File: config.mk
export PLATFORM = sky130hd
export DESIGN_NAME = msk_rnd_source
export DESIGN_NICKNAME = d
export VERILOG_FILES = /design/src/rtl/msk_rnd_pkg.sv /design/src/rtl/msk_xorshift32_lane.sv /design/src/rtl/msk_rnd_source.sv
export SDC_FILE = /design/constraint.sdc
export NUM_CORES = 1
export LEC_CHECK = 0
export ABC_CLOCK_PERIOD_IN_PS = 1900
export BUFFER_PORTS_ARGS = -buffer_cell sky130_fd_sc_hd__buf_2
export CORE_MARGIN = 5
export CORE_UTILIZATION = 51
export DETAILED_ROUTE_END_ITERATION = 12
export PLACE_DENSITY = 0.77
export SYNTH_ARGS = -nofsm -noshare
export SYNTH_HDL_FRONTEND = slang
export SYNTH_SLANG_ARGS = --single-unit
File: constraint.sdc
create_clock -name clk -period 1.9 [get_ports clk]
set_clock_uncertainty 0.15 [all_clocks]
set_input_delay 0.19 -clock clk [delete_from_list [all_inputs] [get_ports clk]]
set_output_delay 0.19 -clock clk [all_outputs]
set_load 0.005 [all_outputs]
File: src/rtl/msk_rnd_pkg.sv
// Shared constants and helpers for the masked-gadget randomness source.
package msk_rnd_pkg;

  localparam logic [1:0] ST_IDLE = 2'd0;
  localparam logic [1:0] ST_SEED = 2'd1;
  localparam logic [1:0] ST_WARM = 2'd2;
  localparam logic [1:0] ST_RUN  = 2'd3;

  localparam int XS_A = 13;
  localparam int XS_B = 17;
  localparam int XS_C = 5;

  localparam logic [31:0] ZERO_SEED_SUB = 32'hA5A5_A5A5;

  function automatic int lanes(input int rnd_w);
    return (rnd_w + 31) / 32;
  endfunction

  function automatic logic [31:0] xs_step(input logic [31:0] x);
    logic [31:0] t;
    t = x ^ (x << XS_A);
    t = t ^ (t >> XS_B);
    t = t ^ (t << XS_C);
    return t;
  endfunction

endpackage

File: src/rtl/msk_xorshift32_lane.sv
// One xorshift32 lane: load (with zero-seed substitution), step, or hold.
module msk_xorshift32_lane
  import msk_rnd_pkg::*;
#(
  parameter int IDX   = 0,
  parameter int OUT_W = 32
) (
  input  logic             clk,
  input  logic             rst_n,
  input  logic             load,
  input  logic             step,
  input  logic [31:0]      seed,
  output logic [OUT_W-1:0] rnd_o
);

  logic [31:0] state_q, state_d;
  logic [31:0] seed_fix;

  // Zero is a fixed point of xorshift32, so never let it into the register.
  assign seed_fix = (seed == 32'h0) ? (ZERO_SEED_SUB ^ 32'(IDX)) : seed;

  always_comb begin
    state_d = state_q;
    if (load)      state_d = seed_fix;
    else if (step) state_d = xs_step(state_q);
  end

  always_ff @(posedge clk) begin
    if (!rst_n) state_q <= 32'h0000_0001;
    else        state_q <= state_d;
  end

  assign rnd_o = state_q[OUT_W-1:0];

endmodule

File: src/rtl/msk_rnd_source.sv
// Seeded bank of xorshift32 lanes feeding masked-gadget rnd buses.
module msk_rnd_source
  import msk_rnd_pkg::*;
#(
  parameter int RND_W  = 8,
  parameter int WARMUP = 16
) (
  input  logic             clk,
  input  logic             rst_n,
  input  logic [31:0]      seed_in,
  input  logic             seed_valid,
  output logic             seed_ready,
  input  logic             reseed_req,
  output logic [RND_W-1:0] rnd,
  output logic             rnd_valid,
  input  logic             rnd_ready,
  output logic             busy
);

  localparam int LANES = lanes(RND_W);
  localparam int LCW   = (LANES > 1) ? $clog2(LANES) : 1;

  logic [1:0]     state_q, state_d;
  logic [LCW-1:0] lane_cnt_q, lane_cnt_d;
  logic [7:0]     warm_cnt_q, warm_cnt_d;
  logic           load_en, step_en;

  always_comb begin
    state_d    = state_q;
    lane_cnt_d = lane_cnt_q;
    warm_cnt_d = warm_cnt_q;
    load_en    = 1'b0;
    step_en    = 1'b0;
    case (state_q)
      ST_IDLE: state_d = ST_SEED;
      ST_SEED: begin
        if (reseed_req) begin
          lane_cnt_d = '0;
          warm_cnt_d = '0;
        end else if (seed_valid) begin
          load_en = 1'b1;
          if (lane_cnt_q == LCW'(LANES - 1)) begin
            lane_cnt_d = '0;
            state_d    = (WARMUP == 0) ? ST_RUN : ST_WARM;
          end else begin
            lane_cnt_d = lane_cnt_q + 1'b1;
          end
        end
      end
      ST_WARM: begin
        if (reseed_req) begin
          state_d    = ST_SEED;
          lane_cnt_d = '0;
          warm_cnt_d = '0;
        end else begin
          step_en = 1'b1;
          if (warm_cnt_q == 8'(WARMUP - 1)) begin
            warm_cnt_d = '0;
            state_d    = ST_RUN;
          end else begin
            warm_cnt_d = warm_cnt_q + 8'd1;
          end
        end
      end
      default: begin
        // A reseed wins over a same-cycle transfer: lanes stay unstepped.
        if (reseed_req) begin
          state_d    = ST_SEED;
          lane_cnt_d = '0;
          warm_cnt_d = '0;
        end else begin
          step_en = rnd_ready;
        end
      end
    endcase
  end

  always_ff @(posedge clk) begin
    if (!rst_n) begin
      state_q    <= ST_IDLE;
      lane_cnt_q <= '0;
      warm_cnt_q <= '0;
    end else begin
      state_q    <= state_d;
      lane_cnt_q <= lane_cnt_d;
      warm_cnt_q <= warm_cnt_d;
    end
  end

  for (genvar i = 0; i < LANES; i++) begin : g_lane
    localparam int W = (i == LANES - 1) ? (RND_W - 32 * i) : 32;
    msk_xorshift32_lane #(.IDX(i), .OUT_W(W)) u_lane (
      .clk   (clk),
      .rst_n (rst_n),
      .load  (load_en && (lane_cnt_q == LCW'(i))),
      .step  (step_en),
      .seed  (seed_in),
      .rnd_o (rnd[32*i +: W])
    );
  end

  assign seed_ready = (state_q == ST_SEED);
  assign busy       = (state_q == ST_SEED) || (state_q == ST_WARM);
  assign rnd_valid  = (state_q == ST_RUN);

endmodule

=== Word-level counts from Yosys, hierarchy flattened ===
Cells that the tools add are included.

* Flip-flop bits (word level): 43
* Logic and storage cells: 57
* Output and inout port bits: 11

* Bitwise gates (word level): 5
* Add/sub/neg operators: 2
* Multiplexer cells: 25
* Equality and inequality tests: 8
* Reductions and logical operators: 13

{| class="wikitable"
|+ Operator list
! kind !! count
|-
| $mux W32 || 3
|-
| $xor A32 B32 Y32 || 2
|-
| $logic_not A32 Y1 || 1
|-
| $xor A32 B15 Y32 || 1
|-
| $mux W8 || 3
|-
| $pmux W8 S2 || 1
|-
| $mux W2 || 6
|-
| $mux W1 || 9
|-
| $add A8 B1 Y8 const B || 1
|-
| $eq A8 B4 Y1 const B || 1
|-
| $reduce_bool A2 Y1 || 4
|-
| $ne A2 B2 Y1 const B || 3
|-
| $pmux W2 S3 || 1
|-
| $reduce_and A5 Y1 || 1
|-
| $eq A2 B2 Y1 const B || 2
|-
| $pmux W1 S2 || 2
|-
| $reduce_bool A4 Y1 || 1
|-
| $ne A3 B3 Y1 const B || 1
|-
| $reduce_and A3 Y1 || 1
|-
| $eq A2 B1 Y1 const B || 1
|-
| $logic_not A2 Y1 || 1
|-
| $not A1 Y1 || 2
|-
| $reduce_and A2 Y1 || 1
|-
| $reduce_or A2 Y1 || 1
|-
| other kinds (3) || 3
|}

=== Depth between registers and ports, before layout ===
Gate-level depths: netlist of the first run.

* Word-level depth: 5
* Mapped depth: 9
* Mapped depth without buffers: 7

=== Modules after synthesis ===
A second synthesis of the first run with hierarchy kept.

* Cell total of the unflattened synthesis: 322
* Area, all modules: 2,877.8 sq um

{| class="wikitable"
|+ Modules (own cells, without submodules)
! module !! times used !! cells an instance !! area each (sq um)
|-
| msk_xorshift32_lane || 1 || 252 || 2,277.2
|-
| msk_rnd_source || 1 || 70 || 600.6
|}

=== Least setup slack after synthesis of the first run ===
Ideal clock, no wire load.

* Path type: flip-flop to flip-flop
* Start: register state_q[0]
* End: register g_lane[0].u_lane.state_q[4]
* Buffers on the path: 2
* Arrival: 1.662 ns
* Stages on the path, launching flop included: 9
* Setup slack: -0.027 ns
* Cells stage by stage: dfxtp_1 > inv_1 > ha_1 > mux2i_1 > a21o_1 > buf_2 > buf_2 > o22ai_1 > and2_1

* Longest elaborated chain between the ends: 4

{| class="wikitable"
|+ RTL lines
! element !! RTL line !! text
|-
| from (decl) || msk_rnd_source.sv:23 || <nowiki>logic [1:0] state_q, state_d;</nowiki>
|-
| from (signal assigned) || msk_rnd_source.sv:84 || <nowiki>state_q <= state_d;</nowiki>
|-
| $eq A2 B1 Y1 / $logic_not A2 Y1 (equally long branches) || msk_rnd_source.sv:34 || <nowiki>case (state_q)</nowiki>
|-
| $reduce_or A2 Y1 (no source line) / $mux W1 (equally long branches) || - ||
|-
| $pmux W1 S2 / $logic_and A1 B1 Y1 (equally long branches) || msk_rnd_source.sv:34, msk_rnd_source.sv:95 ||
|-
| $reduce_bool A2 Y1 (no source line) / $mux W32 (equally long branches) || - ||
|-
| to (signal assigned) || msk_xorshift32_lane.sv:30 || <nowiki>else state_q <= state_d;</nowiki>
|-
| to (decl) || msk_xorshift32_lane.sv:16 || <nowiki>logic [31:0] state_q, state_d;</nowiki>
|}

Parallel ways exist; a longest one is shown, timed or not.
A chain may end at the register's enable or synchronous reset.

=== Final worst setup path of the first run ===
* Start: register state_q[1]
* End: register g_lane[0].u_lane.state_q[18]

Same word-level chain as after synthesis.

==> out/qor.txt, run 1 <==
Row count = 26
First-pass GRT wire length = 12,700 um
Finish-stage setup viols = 0
Port Buffers = 47
Vias in the first global route = 2,544
Die height = 83.4 um
Top cell type's share of synthesized area = 0.306
DR WL met3 = 574 um
GRT Util Overall = 0.224
Top FF cell, synth = dfxtp_1
Top routing layer used = met4
Tmin final = 1.83 ns
WL/cell = 16.7 um
Core Util, Final = 0.641
Worst-margin pin slew = 0.508 ns
Max-cap viol count = 0
Final WL = 7740 um
Seq/Total Area, Yosys = 0.306
Largest family of logic cells by synthesized area = XOR/XNOR gates
Clk_lat worst skew = 0.29 ns
HP Class = input port to register
Gr ovfl total = 0
Worst Path Arrival = 1.87 ns
Max Freq = 0.546 GHz
Crit-path max cell delay = 0.34 ns
Core Footprint = 5170 um2
Post-route clock period utilization = 0.964
Layout net count = 437
Number of synthesized flops with an enable pin = 0
Slowest cell on crit path = dfxtp_2
Gp weighted congestion = 0.972
Crit end category = register
Unique masters post-synth = 45
Ys async rst share = 0
Synth Area in XOR/XNOR = 0.199
CTS Sinks = 42
Share of post-route cells with drive strength above 1 = 0.256
Post-Synth Adder-Cell Area = 0.0319
Syn_area_per_cell = 8.22 um2
Slew Viols, Final = 0
Slew headroom = 0.659
Initial DRC Count = 144
H-tree levels = 2
Mapped Cells = 334
Worst-path clk slew = 0.08 ns
Syn nets = 378
Slack of the worst reg-to-reg path = 0.07 ns
Routed Antenna Nets = 0
Register bit total from synthesis = 42
CP required = 1.94 ns
Via count = 2,632
Max FO, Critical Path = 7
Ys Warns = 0
Status = finished clean
Hold_buf cts = 0
Cts bufs inserted = 5
Met1 WL = 3420 um
Synthesis-to-finish area growth = 20.7%
Place WS = -0.0326 ns
Via density = 5.67
Compound-cell area share of the yosys netlist = 0.188
Final count of hold timing violations = 0
Top post-synthesis cells by area = dfxtp_1 31%, xnor2_1 15%, nand2_1 4.8%
Worst Hold Slack = 0.0226 ns
DRC = 0
Multi-input logic area = 1780 um2
Fillcell total = 449
Post-CTS Setup Inserts = 0
CP cell instances = inv_1 > ha_1 > and3b_2 > buf_4 > nor2_1 > mux2i_1 > a21oi_1 > a311oi_1
Simple-gate portion of the synthesized area = 0.190
Setup CP Type = register to register
N_diodes = 0
Die Wd = 83.4 um
WHS Path Cells = 3
DRT Pass-1 Iters = 4
Dominant cell type by area after synthesis = dfxtp_1
P per Cell Area = 952 nW/um2
Leak Pwr = 1.31 nW
Storage cell area = 843 um2
IO Count = 48
Initial antenna violation count = 0
Clock Path Buffers = 2
CP startpoint kind = register
Fin worst setup slack = 0.0688 ns
Pin count of the biggest net entering global routing = 25
Mapped cell area = 2740 um2
Worst VDD drop = 0.513 mV
Clk root buf = clkbuf_8
Die area = 6950 um2
TritonCTS clock tree = done
Metal2 WL = 3630 um
Initial Utilization = 0.530
Worst Reg2Reg Path Length in Cells = 8
Detailed Place HPWL = 5940 um
Mux contribution to synthesized area = 0.0219
==> path summary, 6_finish.rpt <==
path / start / end
worst min-delay path: seed_in[23] / g_lane[0].u_lane.state_q[23]$_SDFFE_PN0P_
worst max register to register: state_q[1]$_SDFFE_PN0P_ / g_lane[0].u_lane.state_q[18]$_SDFFE_PN0P_
worst max-delay path: state_q[1]$_SDFFE_PN0P_ / g_lane[0].u_lane.state_q[18]$_SDFFE_PN0P_
worst min register to register: g_lane[0].u_lane.state_q[26]$_SDFFE_PN0P_ / g_lane[0].u_lane.state_q[26]$_SDFFE_PN0P_
==> cell usage after synthesis (10+ instances only) <==
| library cell | n |
|---|---|
| xnor2_1 | 46 |
| dfxtp_1 | 42 |
| nand2_1 | 35 |
| nor2_1 | 20 |
| a21oi_1 | 18 |
| o21ai_0 | 17 |
| nor3_1 | 10 |
| xor2_1 | 10 |
==> worst max-delay path, delay by kind of cell (launching register included) <==
family,cells,cell delay (ns)
adder cells (fa/ha/maj),1,0.20
AO/OA/AOI/OAI,2,0.35
AND/OR/NAND/NOR,2,0.33
buffers and inverters,2,0.24
flip-flops,1,0.34
multiplexers,1,0.13
==> cells by family (layout without fill, tap and decap cells) <==
kind of cell | Yosys count | after routing
adder cells (fa/ha/maj) | 7 | 7
AO/OA/AOI/OAI | 79 | 79
flip-flops | 42 | 42
buffers and inverters | 34 | 94
multiplexers | 6 | 6
XOR/XNOR | 59 | 59
AND/OR/NAND/NOR | 107 | 107
==> layout by cell type, fill, tap and decap left out, types with 3 or more instances in the layout <==
| master | count |
|---|---|
| inv_1 | 8 |
| and3_1 | 3 |
| buf_2 | 47 |
| buf_4 | 27 |
| a31oi_1 | 5 |
| nand2_1 | 35 |
| nor2_1 | 20 |
| a211oi_1 | 5 |
| nand2b_1 | 5 |
| dfxtp_1 | 40 |
| buf_6 | 3 |
| nor3_1 | 9 |
| nor4_1 | 9 |
| xor2_1 | 10 |
| xnor2_1 | 45 |
| o22ai_1 | 3 |
| o211ai_1 | 4 |
| mux2i_1 | 5 |
| nor2b_1 | 7 |
| a21o_1 | 3 |
| clkbuf_8 | 6 |
| o21ai_0 | 17 |
| nand3_1 | 3 |
| o221ai_1 | 9 |
| and2_1 | 7 |
| ha_1 | 5 |
| a21oi_1 | 17 |
==> registers in the layout (all words and copies together) (netlist names) <==
| register | count |
|---|---|
| g_lane.u_lane.state_q | 32 |
| warm_cnt_q | 8 |
| state_q | 2 |
==> power breakdown <==
| group | total [mW] | internal, mW | switching, mW |
|---|---|---|---|
| Clock | 0.597 | 0.294 | 0.304 |
| Sequential | 1.04 | 0.960 | 0.0835 |
| Combinational | 1.51 | 0.713 | 0.800 |
==> metal layers <==
metal,global-route usage,vias up
met5,0,-
met4,0.0684,0
li1,-,1279
met3,0.0475,12
met2,0.356,98
met1,0.304,1243
==> stage by stage <==
step	cell area (um2)	cells	TNS [ns]	power (mW)
after detailed placement	3150	455	-0.0326	2.49
after CTS	3250	463	0	3.10
after floorplan	2750	334	-0.00318	2.03
after global routing	3310	464	-0.00947	3.36
after global placement	3150	455	0	2.45
final	3310	464	0	3.15
==> cell type report <==
cell class              count  share of cell area
repair buffers             78               0.146
clock inverters             1             0.00151
flip-flops and latches     42               0.255
clock buffers               7              0.0261
well taps                  70              0.0264
multi-input cells         258               0.537
inverters                   8             0.00906
==> timing repair <==
action	4_1_cts	5_1_grt
gates cloned	0	1
resized for setup	2	15
pin swaps	0	3
setup endpoints to repair	9	33
Note: power is estimated with default switching activity, not from simulation.
==> run 2: changes to the inputs <==
--- a/config.mk
+++ b/config.mk
@@ -5,10 +5,11 @@
 export SDC_FILE = /design/constraint.sdc
 export NUM_CORES = 1
 export LEC_CHECK = 0
+export ABC_AREA = 1
 export ABC_CLOCK_PERIOD_IN_PS = 1900
 export BUFFER_PORTS_ARGS = -buffer_cell sky130_fd_sc_hd__buf_2
 export CORE_MARGIN = 5
-export CORE_UTILIZATION = 51
+export CORE_UTILIZATION = 52
 export DETAILED_ROUTE_END_ITERATION = 12
 export PLACE_DENSITY = 0.77
 export SYNTH_ARGS = -nofsm -noshare
==> constraint.sdc (replaced) <==
create_clock -name clk -period 1.9 [get_ports clk]
set_clock_uncertainty 0.15 [all_clocks]
set_input_delay 0.19 -clock clk [delete_from_list [all_inputs] [get_ports clk]]
set_output_delay 0.19 -clock clk [all_outputs]
set_load 0.01 [all_outputs]
==> run 2 against run 1 <==
  * Critical path depth grew 2
  * Hold slack gained 0.035 ns
  * Clock power grew 8.0%
  * Register-to-register slack is essentially flat
  * First-iteration DRC count grew 110%
  * Final cell count grew 42%
  * Design area grew 9.8%
  * Sequential share of layout area shrank 2.3 points
  * Sequential cell count is the same
  * Total power grew 68%
==> out/qor.txt, run 2 <==
Status = finished clean
Via count = 3,502 (+33%)
CP cell instances = inv_2 > ha_1 > inv_1 > o21ai_0 > nand2_1 > nand2_4 > inv_2 > a21oi_1 > o21ai_0 > inv_1
Hold_buf cts = 0 (unchanged)
First-pass GRT wire length = 15,000 um (+18%)
IO Count = 48 (unchanged)
Max reg flops = 32 (unchanged)
Fillcell total = 617 (+37%)
Max-cap viol count = 0 (unchanged)
Syn nets = 584 (+54%)
Seq/Total Area, Yosys = 0.261 (-0.0454)
Final count of hold timing violations = 0 (unchanged)
Worst-path clk slew = 0.09 ns (about the same)
Top post-synthesis cells by area = dfxtp_1 26%, nand2_1 19%, inv_1 9.8%
Die height = 88.7 um (+6.4%)
CTS Sinks = 42 (unchanged)
Worst-margin pin slew = 0.436 ns (-0.0712 ns)
Finish-stage setup viols = 0 (unchanged)
Design area = 3640 um2 (+9.8%)
Routed Antenna Nets = 0 (unchanged)
Worst Path Arrival = 1.89 ns (+0.02 ns)
Top FF cell, synth = dfxtp_1
Row count = 28 (+7.7%)
Setup TNS = 0 ns (unchanged)
Ys async rst share = 0 (unchanged)
N_diodes = 0 (unchanged)
DRC = 0 (unchanged)
Top cell type's share of synthesized area = 0.261 (-0.0454)
Crit-path max cell delay = 0.38 ns (+0.04 ns)
Dpl cell area = 3480 um2 (+11%)
Via density = 5.33 (-6.0%)
Most common cell after layout, fill and taps aside = nand2_1
Share of post-route cells with drive strength above 1 = 0.143 (-0.114)
CP required = 1.95 ns (about the same)
Placed insts = 646 (+42%)
Gp weighted congestion = 0.941 (-3.2%)
Mapped Cells = 540 (+62%)
Max Freq = 0.544 GHz (-0.41%)
CP startpoint kind = register
Register bit total from synthesis = 42 (unchanged)
Slew Viols, Final = 0 (unchanged)
Gr ovfl total = 0 (unchanged)
Tmin final = 1.84 ns (+0.00755 ns)
Setup CP Type = register to register
Core Footprint = 5960 um2 (+15%)
GRT Util Overall = 0.244 (+0.0196)
Synthesis-to-finish area growth = 12.9%
Worst Hold Slack = 0.0572 ns (+0.0345 ns)
Clock Path Buffers = 2 (unchanged)
Final WL = 9270 um (+20%)
Slowest cell on crit path = dfxtp_2
Cts bufs inserted = 5 (unchanged)
Initial antenna violation count = 0 (unchanged)
P per Cell Area = 1460 nW/um2 (+53%)
Biggest regs = g_lane.u_lane.state_q x32, warm_cnt_q x8, state_q x2
WL/cell = 14.1 um (-15%)
DRT Pass-1 Iters = 5 (+1)
Storage cell area = 843 um2 (unchanged)
Leak Pwr = 1.94 nW (+48%)
Die area = 7870 um2 (+13%)
Multi-input logic area = 1890 um2 (+6.4%)
Number of synthesized flops with an enable pin = 0 (unchanged)
H-tree levels = 2 (unchanged)
Clk root buf = clkbuf_8
Initial DRC Count = 302 (+110%)
Unique masters post-synth = 29 (-36%)
Top-count cell post-synth = nand2_1
Most frequent cells in the layout = 165 x nand2_1, 84 x inv_1, 52 x nand3_1
TritonCTS clock tree = done
Syn_area_per_cell = 5.96 um2 (-27%)
Mapped cell area = 3220 um2 (+17%)
Initial Utilization = 0.541 (+0.0103)
Final non-filler cell total = 657 (+42%)
Die Wd = 88.7 um (+6.4%)
Vias in the first global route = 3,275 (+29%)
Ys Warns = 0 (unchanged)
Most flop-heavy register = g_lane.u_lane.state_q
Pin count of the biggest net entering global routing = 35 (+40%)
Layout net count = 625 (+43%)
Leading cell types by count after synthesis = 165 x nand2_1, 84 x inv_1, 52 x nand3_1
Max FO, Critical Path = 12 (+5)
Detailed Place HPWL = 6860 um (+16%)
Crit end category = register
Post-route clock period utilization = 0.968 (+0.00397)
Dominant cell type by area after synthesis = dfxtp_1
Worst VDD drop = 0.670 mV (+30%)
HP Class = input port to register
Slew headroom = 0.708 (+0.0489)
Clk_lat worst skew = 0.31 ns (+0.02 ns)
Port Buffers = 47 (unchanged)
## run 2: changes by cell type after synthesis, sizes merged, moves of 6 or more
cell / previous run / this run
a21oi: 18 / 36
and2: 9 / 1
inv: 8 / 88
mux2i: 6 / 0
nand2: 35 / 167
nand3: 3 / 54
nor2: 20 / 35
nor2b: 7 / 0
nor3: 10 / 2
nor4: 9 / 0
o21ai: 18 / 42
o221ai: 9 / 0
xnor2: 47 / 10
## run 2: stage by stage
step / setup slack, ns / power [mW] / util
after detailed placement: 0.0986 / 4.47 / 0.585
after global placement: 0.177 / 4.38 / 0.585
after global routing: -0.0156 / 5.83 / 0.611
final: 0.0612 / 5.31 / 0.611
after floorplan: 0.238 / 3.79 / -
after CTS: 0.0766 / 5.13 / 0.601
## run 2: cell families (layout without fill, tap and decap cells)
kind of cell / count (synthesis) / after routing / synth area share
AND/OR/NAND/NOR: 268 / 268 / 0.351
XOR/XNOR: 24 / 24 / 0.0653
flip-flops: 42 / 42 / 0.261
adder cells (fa/ha/maj): 7 / 7 / 0.0272
AO/OA/AOI/OAI: 85 / 85 / 0.141
buffers and inverters: 114 / 156 / 0.154
## run 2: cell type report
cell class	count	share of cell area
sequential	42	0.232
clock inverter	2	0.00344
inverter	88	0.0908
multi-input combinational	384	0.520
tap	75	0.0258
timing repair buffer	60	0.105
clock buffer	6	0.0227
## run 2: layer usage
metal,vias up,part of all wire,global-route usage,wire length [um]
met3,20,0.080,0.0521,740
li1,1755,-,-,-
met5,-,0,0,0
met1,1590,0.41,0.319,3810
met4,0,0.025,0.0893,228
met2,137,0.48,0.394,4490
## run 2: final timing paths
kind,start,end,cells past startpoint,slack [ns]
max reg2reg,state_q[0]$_SDFFE_PN0P_,g_lane[0].u_lane.state_q[20]$_SDFFE_PN0P_,10,0.06
max,state_q[0]$_SDFFE_PN0P_,g_lane[0].u_lane.state_q[20]$_SDFFE_PN0P_,10,0.06
min,seed_in[6],g_lane[0].u_lane.state_q[6]$_SDFFE_PN0P_,5,0.06
min reg2reg,warm_cnt_q[6]$_SDFFE_PN0P_,warm_cnt_q[6]$_SDFFE_PN0P_,1,0.34
## run 2: what timing repair did
action,4_1_cts,5_1_grt
gates resized for setup,0,8
buffers inserted,0,2
endpoints found under the setup margin,0,23
## run 2: worst max-delay path: cells and delay by family, from the launching register on
family / cells / cell delay, ns
and+or+nand+nor: 2 / 0.24
adders and majority gates: 1 / 0.22
AOI/OAI and AO/OA: 3 / 0.28
buffers and inverters: 4 / 0.45
DFF: 1 / 0.38
## run 2: power breakdown
group / internal (mW) / switching (mW)
clock network: 0.293 / 0.352
registers: 1.11 / 0.264
logic: 1.27 / 2.02
==> run 3: changes to the inputs <==
--- a/config.mk
+++ b/config.mk
@@ -5,11 +5,11 @@
 export SDC_FILE = /design/constraint.sdc
 export NUM_CORES = 1
 export LEC_CHECK = 0
-export ABC_AREA = 1
 export ABC_CLOCK_PERIOD_IN_PS = 1900
 export BUFFER_PORTS_ARGS = -buffer_cell sky130_fd_sc_hd__buf_2
 export CORE_MARGIN = 5
-export CORE_UTILIZATION = 52
+export CORE_UTILIZATION = 51
+export CTS_BUF_LIST = sky130_fd_sc_hd__clkbuf_16
 export DETAILED_ROUTE_END_ITERATION = 12
 export PLACE_DENSITY = 0.77
 export SYNTH_ARGS = -nofsm -noshare
==> run 3 against run 2 <==
  * Routed wire length is 15% lower
  * Via count is 23% lower
  * Register-to-register slack worse by 0.03 ns
  * Die area is 12% lower
  * First-iteration DRC count is 30% lower
  * Hold slack worse by 0.023 ns
  * Global-route usage is 2.1 points lower
  * Clock-buffer cell count is 1 lower
  * Critical path depth is 2 lower
  * Setup slack worse by 0.031 ns
  * Sequential cell count stayed put
  * Design area is 7.7% lower
  * Highest routed layer unchanged
==> out/qor.txt, run 3 (synthesis results as in run 1) <==
Biggest regs = g_lane.u_lane.state_q x32, warm_cnt_q x8, state_q x2
Vias in the first global route = 2,590 (-21%)
Initial Utilization = 0.530 (-0.0103)
CP required = 1.97 ns (+0.02 ns)
Die area = 6950 um2 (-12%)
CTS Sinks = 42 (unchanged)
Final WL = 7910 um (-15%)
Slew Viols, Final = 0 (unchanged)
Via count = 2,692 (-23%)
Final non-filler cell total = 465 (-29%)
N_diodes = 0 (unchanged)
Crit-path max cell delay = 0.35 ns (-0.03 ns)
Worst VDD drop = 0.579 mV (-14%)
Dpl cell area = 3160 um2 (-9.4%)
Pin count of the biggest net entering global routing = 29 (-17%)
TritonCTS clock tree = done
Unrepaired setup endpoints after global routing = true
Placed insts = 454 (-30%)
P per Cell Area = 1010 nW/um2 (-31%)
Share of post-route cells with drive strength above 1 = 0.253 (+0.111)
Max-cap viol count = 0 (unchanged)
Detailed Place HPWL = 5900 um (-14%)
Status = finished clean
Leak Pwr = 1.34 nW (-31%)
Die Wd = 83.4 um (-6.0%)
Max reg flops = 32 (unchanged)
Port Buffers = 47 (unchanged)
GRT Util Overall = 0.223 (-0.0210)
Crit end category = register
Via density = 5.79 (+8.6%)
Clock Path Buffers = 2 (unchanged)
Clk root buf = clkbuf_16
Gr ovfl total = 0 (unchanged)
IO Count = 48 (unchanged)
CP cell instances = inv_1 > ha_1 > mux2i_2 > a21o_1 > buf_4 > a21oi_1 > o22ai_1 > and2_1
Finish-stage setup viols = 0 (unchanged)
Worst Path Arrival = 1.94 ns (+0.05 ns)
Most common cell after layout, fill and taps aside = buf_2
Tmin final = 1.87 ns (+0.0312 ns)
Initial antenna violation count = 0 (unchanged)
DRC = 0 (unchanged)
Cts bufs inserted = 5 (unchanged)
Routed Antenna Nets = 0 (unchanged)
Clk_lat worst skew = 0.28 ns (-0.03 ns)
Most frequent cells in the layout = 48 x buf_2, 45 x xnor2_1, 40 x dfxtp_1
First-pass GRT wire length = 12,600 um (-16%)
Hold_buf cts = 0 (unchanged)
DRT Pass-1 Iters = 4 (-1)
Gp weighted congestion = 0.934 (-0.79%)
Core Footprint = 5170 um2 (-13%)
CP startpoint kind = register
Worst-margin pin slew = 0.417 ns (-0.0190 ns)
Most flop-heavy register = g_lane.u_lane.state_q
HP Class = input port to register
Max Freq = 0.535 GHz (-1.7%)
Layout net count = 438 (-30%)
Post-route clock period utilization = 0.984 (+0.0164)
Setup CP Type = register to register
Slew headroom = 0.714 (+0.00569)
WL/cell = 17.0 um (+20%)
Worst-path clk slew = 0.06 ns (-0.03 ns)
Design area = 3360 um2 (-7.7%)
Slowest cell on crit path = dfxtp_2
Die height = 83.4 um (-6.0%)
H-tree levels = 2 (unchanged)
Core Util, Final = 0.649 (+0.0381)
Final count of hold timing violations = 0 (unchanged)
Initial DRC Count = 210 (-30%)
Max FO, Critical Path = 9 (-3)
Row count = 26 (-7.1%)
Synthesis-to-finish area growth = 22.3%
[run 3: changes by cell type in the layout (fill, tap and decap cells not counted), sizes merged, moves of 20 or more]
cell   delta
buf      +20
inv      -79
nand2   -132
nand3    -51
o21ai    -24
xnor2    +37
[run 3: layout make-up]
class	instances	area [um2]
Multi-Input combinational cell	258	1770
Timing Repair Buffer	79	489
Clock inverter	3	12.5
Clock buffer	5	125
Tap cell	70	87.6
Inverter	8	30.0
Sequential cell	42	846
Fill cell	429	1820
[run 3: per-layer routing]
layer  wire length [um]  global-route usage  vias to the layer above
met3                719              0.0644                       18
met4                202              0.0832                        0
li1                   -                   -                     1284
met2               3640               0.343                      136
met1               3340               0.295                     1254
met5                  0                   0                        -
[run 3: stage by stage]
step	setup TNS, ns	power [mW]	hold slack [ns]	setup WS, ns
detailed placement	-0.00269	2.51	0.298	-0.00269
CTS	0	3.33	0.0304	0.0215
finish	0	3.38	0.0337	0.0301
floorplan	-0.00559	2.06	0.193	-0.00559
global placement	0	2.47	0.289	0.0969
global route	-0.386	3.58	0.0413	-0.0666
[run 3: critical path, delay by kind of cell (launching register included)]
family	cells	cell delay, ns
DFF	1	0.35
and+or+nand+nor	1	0.15
buffers and inverters	2	0.24
muxes	1	0.28
AOI/OAI and AO/OA	3	0.41
adders and majority gates	1	0.23
[run 3: repair_timing]
item,in CTS,in global routing
setup buffers,0,2
endpoints found under the hold margin,0,0
gates resized for setup,1,14
setup endpoints to repair,1,29
pin swaps,0,3
cloned,0,1
[run 3: report_power, final]
part           switching, mW  internal [mW]
Clock                  0.336          0.475
Combinational          0.816          0.708
Sequential            0.0833          0.962
[run 3: worst paths after layout]
check,cells after the start,to,from,slack [ns]
worst max-delay path,8,g_lane[0].u_lane.state_q[1]$_SDFFE_PN0P_,state_q[0]$_SDFFE_PN0P_,0.03
worst max register to register,8,g_lane[0].u_lane.state_q[1]$_SDFFE_PN0P_,state_q[0]$_SDFFE_PN0P_,0.03
worst min register to register,2,g_lane[0].u_lane.state_q[24]$_SDFFE_PN0P_,g_lane[0].u_lane.state_q[24]$_SDFFE_PN0P_,0.30
worst min-delay path,3,g_lane[0].u_lane.state_q[26]$_SDFFE_PN0P_,seed_in[26],0.03
